==> src/rtl/float_arith_pkg.sv <==
// Shared defaults for the multiplier arbiter slice.
// Parameter defaults plus the requester id / tag width helpers.
package float_arith;

  localparam int NUM_REQ_DEF    = 4;
  localparam int DATA_W_DEF     = 12;
  localparam int MULT_LAT_DEF   = 3;
  localparam int FIFO_DEPTH_DEF = 4;

  // Width of a requester index (at least one bit).
  function automatic int id_w(input int n);
    return (n > 1) ? $clog2(n) : 1;
  endfunction

  // Tag carried beside the multiplier: {valid, id}.
  function automatic int tag_w(input int n);
    return id_w(n) + 1;
  endfunction

endpackage

==> src/rtl/mult_rsp_fifo.sv <==
// Synchronous response FIFO with occupancy count.
// Ports: clk_i/rst_i, wr_en/wr_data, rd_en/rd_data (head), count.
module mult_rsp_fifo
  import float_arith::*;
#(
  parameter int W     = 16,
  parameter int DEPTH = FIFO_DEPTH_DEF
) (
  input  logic                   clk_i,
  input  logic                   rst_i,
  input  logic                   wr_en,
  input  logic [W-1:0]           wr_data,
  input  logic                   rd_en,
  output logic [W-1:0]           rd_data,
  output logic [$clog2(DEPTH):0] count
);

  localparam int AW = $clog2(DEPTH);

  logic [W-1:0]  mem [DEPTH];
  logic [AW-1:0] wp;
  logic [AW-1:0] rp;
  logic          do_wr;
  logic          do_rd;

  assign do_rd = rd_en && (count != '0);
  assign do_wr = wr_en &&
    ((count != (AW+1)'(DEPTH)) || do_rd);

  assign rd_data = mem[rp];

  always_ff @(posedge clk_i) begin
    if (do_wr) mem[wp] <= wr_data;
  end

  always_ff @(posedge clk_i) begin
    if (rst_i) begin
      wp    <= '0;
      rp    <= '0;
      count <= '0;
    end else begin
      if (do_wr) wp <= wp + 1'b1;
      if (do_rd) rp <= rp + 1'b1;
      unique case ({do_wr, do_rd})
        2'b10:   count <= count + 1'b1;
        2'b01:   count <= count - 1'b1;
        default: count <= count;
      endcase
    end
  end

endmodule

==> src/rtl/mult_arbiter.sv <==
// Round-robin arbiter sharing one external pipelined multiplier.
// Ports: req_* per-requester operands/handshake, mul_* to the
// multiplier, rsp_* ordered responses {id, product}.
// Option: MULT_ARBITER_PRIO0_EN gives requester 0 absolute priority.
module mult_arbiter
  import float_arith::*;
#(
  parameter int NUM_REQ    = NUM_REQ_DEF,
  parameter int DATA_W     = DATA_W_DEF,
  parameter int MULT_LAT   = MULT_LAT_DEF,
  parameter int FIFO_DEPTH = FIFO_DEPTH_DEF
) (
  input  logic                      clk_i,
  input  logic                      rst_i,
  input  logic [NUM_REQ-1:0]        req_valid_i,
  output logic [NUM_REQ-1:0]        req_ready_o,
  input  logic [NUM_REQ*DATA_W-1:0] req_a_i,
  input  logic [NUM_REQ*DATA_W-1:0] req_b_i,
  output logic [DATA_W-1:0]         mul_a_o,
  output logic [DATA_W-1:0]         mul_b_o,
  input  logic [DATA_W-1:0]         mul_p_i,
  output logic                      rsp_valid_o,
  input  logic                      rsp_ready_i,
  output logic [DATA_W-1:0]         rsp_data_o,
  output logic [id_w(NUM_REQ)-1:0]  rsp_id_o
);

  localparam int IW = id_w(NUM_REQ);
  localparam int TW = tag_w(NUM_REQ);
  localparam int CW = $clog2(FIFO_DEPTH) + 1;
  localparam int FW = IW + DATA_W;

  logic [IW-1:0]     ptr;
  logic [IW-1:0]     gnt_id;
  logic              gnt_any;
  logic              prio_hit;
  logic              room;
  logic              acc;
  logic              pop;
  logic [CW-1:0]     credit;
  logic [DATA_W-1:0] sel_a;
  logic [DATA_W-1:0] sel_b;
  logic [TW-1:0]     tag [MULT_LAT+1];
  logic [FW-1:0]     rd_data;
  logic [CW-1:0]     count;

  // Search starts one past the last grant and wraps.
  always_comb begin
    int s;
    logic [IW-1:0] idx;
    s        = 0;
    idx      = '0;
    gnt_any  = 1'b0;
    gnt_id   = '0;
    prio_hit = 1'b0;
    for (int k = 1; k <= NUM_REQ; k++) begin
      s = int'(ptr) + k;
      if (s >= NUM_REQ) s = s - NUM_REQ;
      idx = IW'(s);
      if (!gnt_any && req_valid_i[idx]) begin
        gnt_any = 1'b1;
        gnt_id  = idx;
      end
    end
`ifdef MULT_ARBITER_PRIO0_EN
    if (req_valid_i[0]) begin
      gnt_any  = 1'b1;
      gnt_id   = '0;
      prio_hit = 1'b1;
    end
`endif
  end

  // Credit is registered: a slot freed by a pop is
  // only offered again in the following cycle.
  assign room = !rst_i &&
    (credit < CW'(FIFO_DEPTH));
  assign acc  = room && gnt_any;

  always_comb begin
    req_ready_o = '0;
    if (acc) req_ready_o[gnt_id] = 1'b1;
  end

  always_comb begin
    sel_a = '0;
    sel_b = '0;
    for (int i = 0; i < NUM_REQ; i++) begin
      if (gnt_id == IW'(i)) begin
        sel_a = req_a_i[i*DATA_W +: DATA_W];
        sel_b = req_b_i[i*DATA_W +: DATA_W];
      end
    end
  end

  assign pop = rsp_valid_o && rsp_ready_i;

  always_ff @(posedge clk_i) begin
    if (rst_i) begin
      ptr     <= IW'(NUM_REQ - 1);
      mul_a_o <= '0;
      mul_b_o <= '0;
      credit  <= '0;
      for (int i = 0; i <= MULT_LAT; i++)
        tag[i] <= '0;
    end else begin
      if (acc) begin
        mul_a_o <= sel_a;
        mul_b_o <= sel_b;
        if (!prio_hit) ptr <= gnt_id;
      end
      // Stage 0 lines up with the operand register.
      tag[0] <= {acc, gnt_id};
      for (int i = 1; i <= MULT_LAT; i++)
        tag[i] <= tag[i-1];
      unique case ({acc, pop})
        2'b10:   credit <= credit + 1'b1;
        2'b01:   credit <= credit - 1'b1;
        default: credit <= credit;
      endcase
    end
  end

  mult_rsp_fifo #(
    .W     (FW),
    .DEPTH (FIFO_DEPTH)
  ) u_fifo (
    .clk_i   (clk_i),
    .rst_i   (rst_i),
    .wr_en   (tag[MULT_LAT][IW]),
    .wr_data ({tag[MULT_LAT][IW-1:0], mul_p_i}),
    .rd_en   (pop),
    .rd_data (rd_data),
    .count   (count)
  );

  // Head is masked so idle outputs read as zero.
  assign rsp_valid_o = (count != '0);
  assign rsp_data_o  = rsp_valid_o ?
    rd_data[DATA_W-1:0] : '0;
  assign rsp_id_o    = rsp_valid_o ?
    rd_data[FW-1:DATA_W] : '0;

endmodule

==> config.mk <==
export PLATFORM = sky130hd
export DESIGN_NAME = mult_arbiter
export DESIGN_NICKNAME = d
export VERILOG_FILES = /design/src/rtl/float_arith_pkg.sv /design/src/rtl/mult_rsp_fifo.sv /design/src/rtl/mult_arbiter.sv
export SDC_FILE = /design/constraint.sdc
export NUM_CORES = 1
export LEC_CHECK = 0
export ABC_AREA = 1
export CAP_MARGIN = 25
export CORE_ASPECT_RATIO = 0.5
export CORE_MARGIN = 2
export CORE_UTILIZATION = 51
export CTS_CLUSTER_SIZE = 12
export DETAILED_ROUTE_END_ITERATION = 10
export MAX_ROUTING_LAYER = met4
export PLACE_DENSITY = 0.91
export SLEW_MARGIN = 20
export SYNTH_ARGS = -nofsm -noshare
export SYNTH_HDL_FRONTEND = slang
export SYNTH_SLANG_ARGS = --single-unit
==> constraint.sdc <==
create_clock -name clk_i -period 5.6 [get_ports clk_i]
set_input_delay 1.12 -clock clk_i [delete_from_list [all_inputs] [get_ports clk_i]]
set_output_delay 1.12 -clock clk_i [all_outputs]
set_load 0.05 [all_outputs]
==> flow_summary.ini, run 1 <==
[status]
status = completed

[synth]
syn_area_um2 = 5170
seq_area_frac_synth_pct = 51.9
syn_inst = 619
synthMuxAreaShare_pct = 0
synth_area_per_cell_um2 = 8.35
synth_fp_nets = 741
synth_fa_ha_area_share_pct = 1.98
ys_ff_latch = 106
yosys.area_share.simple_pct = 27.3
yosysUniqueCellTypes = 34
synth_top_family_by_area = simple AND/OR/NAND/NOR gates
synth_warnings = 0
synth_compound_area_share_pct = 11.0
synth_xor_area_share_pct = 0.169

[worst_setup_path]
crit_slowest_cell = clkdlybuf4s50_1
startpoint = req_valid_i[0]
crit_arrival_ns = 3.65
crit_type = input port to output pin
path_cells = clkdlybuf4s50_1, nand2_1, nand2_4, nand2_4, a21boi_1, nand2_1, inv_2, nand2_4, inv_4, nand2_2, nor2_1, clkdlybuf4s50_1
r2r-start = ptr[0]
crit_top_cell = nand2_4
cp.required_ns = 4.48
critPathMaxFanout = 22
worst_path_largest_cell_delay_ns = 0.82
cp-start-kind = input port
endpoint_kind = output pin

[timing]
hold_viol = 0
rsz0062_at_grt = no
maxSlewHeadroom_pct = 50.4
slew_violations = 0
fin_crit_sh_pct = 85.3
setup_tns_ns = 0
post-route-min-period_ns = 4.77
worst_pin_slew_ns = 0.744
fmax_ghz = 0.209
setup_ws_ns = 0.825
skew_ns = 0.00792
final-setup-viol-count = 0

[clocking]
clock_path_buffers = 2
clk_pin_slew_worst_paths_ns = 0.07
cts_setup_buffers = 0
clock-sinks = 106
h-tree-depth = 3
cts-resized-gates = 0
clock-root-buffer = clkbuf_16
cts_buffers = 9
clock_latency_ns = 0.34
cts_tree = done
cts_hold_buf = 0

[detailed_routing]
drc = 0
detail-route-antenna-nets = 0
vias = 4667
wire_per_inst_um = 15.0
drt_pass1_iterations = 5
vias_per_cell = 5.18
drt_iter0_drc = 284
routed_wl_mm = 13.5

[hold_path]
hp-start = tag[0][2]
hold_path_class = flop to flop

[die]
dieArea_um2 = 11000
pin_count = 158
initial_core_util_pct = 53.7
core_um2 = 9630
die_w_um = 146
die_y_um = 75.2
row_count = 25

[pwr]
p_clk_share_pct = 13.8
pwr-share-seq_pct = 24.1
internal-power_uw = 2070
power_density_nw_per_um2 = 597
power.switching_uw = 2150
switching_share_pct = 51.0
ir_drop_uv = 351
power.leakage_uw = 0.00281
pwr-share-comb_pct = 62.0

[placement]
portBuffers = 157
dp_hpwl_mm = 9.56
post-place-ws_ns = 0.848
place.gp.congestion = 0.874

[finish]
fin_util_pct = 73.3
nets = 884
area_delta_synth_final_pct = 36.7
nFillCells = 716
layout-drive-gt1-share_pct = 7.96
diodes = 0

[global_routing]
grt_overflow = 0
first_global_vias = 4300
grt_max_degree = 35
grt_pass1_wl_mm = 20.5
antenna_found_initial = 0
grt_use_total_pct = 24.7

[job]
drv_cap = 0
-- cells in the final DEF, fill, tap and decap left out, types with 3 or more instances in the layout --
master / n
a21oi_1: 53
a31oi_1: 3
buf_4: 6
clkbuf_16: 9
clkdlybuf4s50_1: 155
dfxtp_1: 50
edfxtp_1: 56
ha_1: 5
inv_1: 42
inv_2: 8
nand2_1: 144
nand2_2: 9
nand2_4: 11
nand3_1: 33
nand4_1: 9
nor2_1: 93
nor2_4: 3
o21ai_0: 51
-- stage by stage --
stage	cells	power (uW)	hold slack [ns]	area, um2
floorplan	619	3030	0.388	5170
global placement	886	3540	0.389	6790
detailed placement	886	3620	0.393	6790
CTS	901	4200	0.402	7070
global route	901	4490	0.413	7070
finish	901	4220	0.401	7070
-- power groups by stage --
stage          clock network, uW  logic (uW)  registers [uW]
2_1_floorplan                  0        1850            1180
3_3_place_gp                   0        2510            1030
3_5_place_dp                   0        2590            1030
4_1_cts                      591        2600            1020
5_1_grt                      616        2840            1030
6_report                     582        2620            1020
-- metal layers --
layer	part of all wire, %	GRT usage (%)	vias to the layer above	wire [um]
li1	-	-	2320	-
met5	0	-	-	0
met4	2.0	8.41	0	274
met3	5.4	4.79	27	727
met1	41	28.1	2139	5550
met2	52	45.2	181	6960
-- flip-flops by register name, summed over array words and instances, names as in the netlist, named ones only --
name,flops
u_fifo.rp,2
mul_b_o,12
mul_a_o,12
credit,3
tag,12
u_fifo.mem,56
u_fifo.wp,2
ptr,2
u_fifo.count,3
-- logic make-up after synthesis --
group / count (synthesis)
AND/OR/NAND/NOR: 311
adder cells (fa/ha/maj): 7
XOR/XNOR: 1
flip-flops: 106
AO/OA/AOI/OAI: 111
buffers and inverters: 83
-- synth_stat cells --
cell type | instances | area [um2]
clkbuf_1 | 13 | 48.8
inv_2 | 8 | 30.0
nand2_8 | 1 | 20.0
nand2_4 | 11 | 124
o21ai_0 | 51 | 255
ha_1 | 5 | 62.6
nor2_4 | 3 | 33.8
nor2_1 | 93 | 349
inv_1 | 42 | 158
edfxtp_1 | 56 | 1680
and3_1 | 2 | 12.5
nand3_2 | 1 | 10.0
fa_1 | 2 | 40.0
nand2_2 | 9 | 56.3
buf_2 | 7 | 35.0
xor2_1 | 1 | 8.76
a21boi_1 | 1 | 7.51
buf_1 | 1 | 3.75
a21oi_1 | 53 | 265
inv_8 | 1 | 11.3
nand4_2 | 2 | 25.0
inv_4 | 1 | 6.26
buf_4 | 3 | 22.5
nand3b_1 | 2 | 15.0
dfxtp_1 | 50 | 1000
buf_6 | 7 | 78.8
o22ai_1 | 1 | 6.26
o21a_1 | 1 | 7.51
a31oi_1 | 3 | 18.8
nand3_1 | 33 | 165
nand4_1 | 9 | 56.3
nand2_1 | 144 | 541
nor2_2 | 1 | 6.26
o211ai_1 | 1 | 7.51
-- final timing paths --
kind,to,slack [ns],depth (start not counted)
max reg2reg,credit[2],2.90,13
min,tag[1][2],0.40,2
min reg2reg,tag[1][2],0.40,2
max,req_ready_o[0],0.83,12
-- cell type report --
type                    count  area, um2  area share, %
clock buffers               9        225           3.19
clock inverters             6       53.8          0.761
inverters                  52        205           2.90
multi-input cells         430       2090           29.6
flip-flops and latches    106       2680           38.0
well taps                 135        169           2.39
repair buffers            163       1640           23.2
-- critical path, delay by kind of cell --
kind,cells,cell delay (ns)
AO/OA/AOI/OAI,1,0.14
AND/OR/NAND/NOR,7,0.76
buffers and inverters,4,1.62
Power figures use the tool's default switching activity.
==> run 2: changes to the inputs <==
--- a/config.mk
+++ b/config.mk
@@ -14,6 +14,7 @@
 export DETAILED_ROUTE_END_ITERATION = 10
 export MAX_ROUTING_LAYER = met4
 export PLACE_DENSITY = 0.91
+export SKIP_CTS_REPAIR_TIMING = 1
 export SLEW_MARGIN = 20
 export SYNTH_ARGS = -nofsm -noshare
 export SYNTH_HDL_FRONTEND = slang
==> results of run 2 <==
No change in the layout: final DEF, timing and power equal those of run 1.
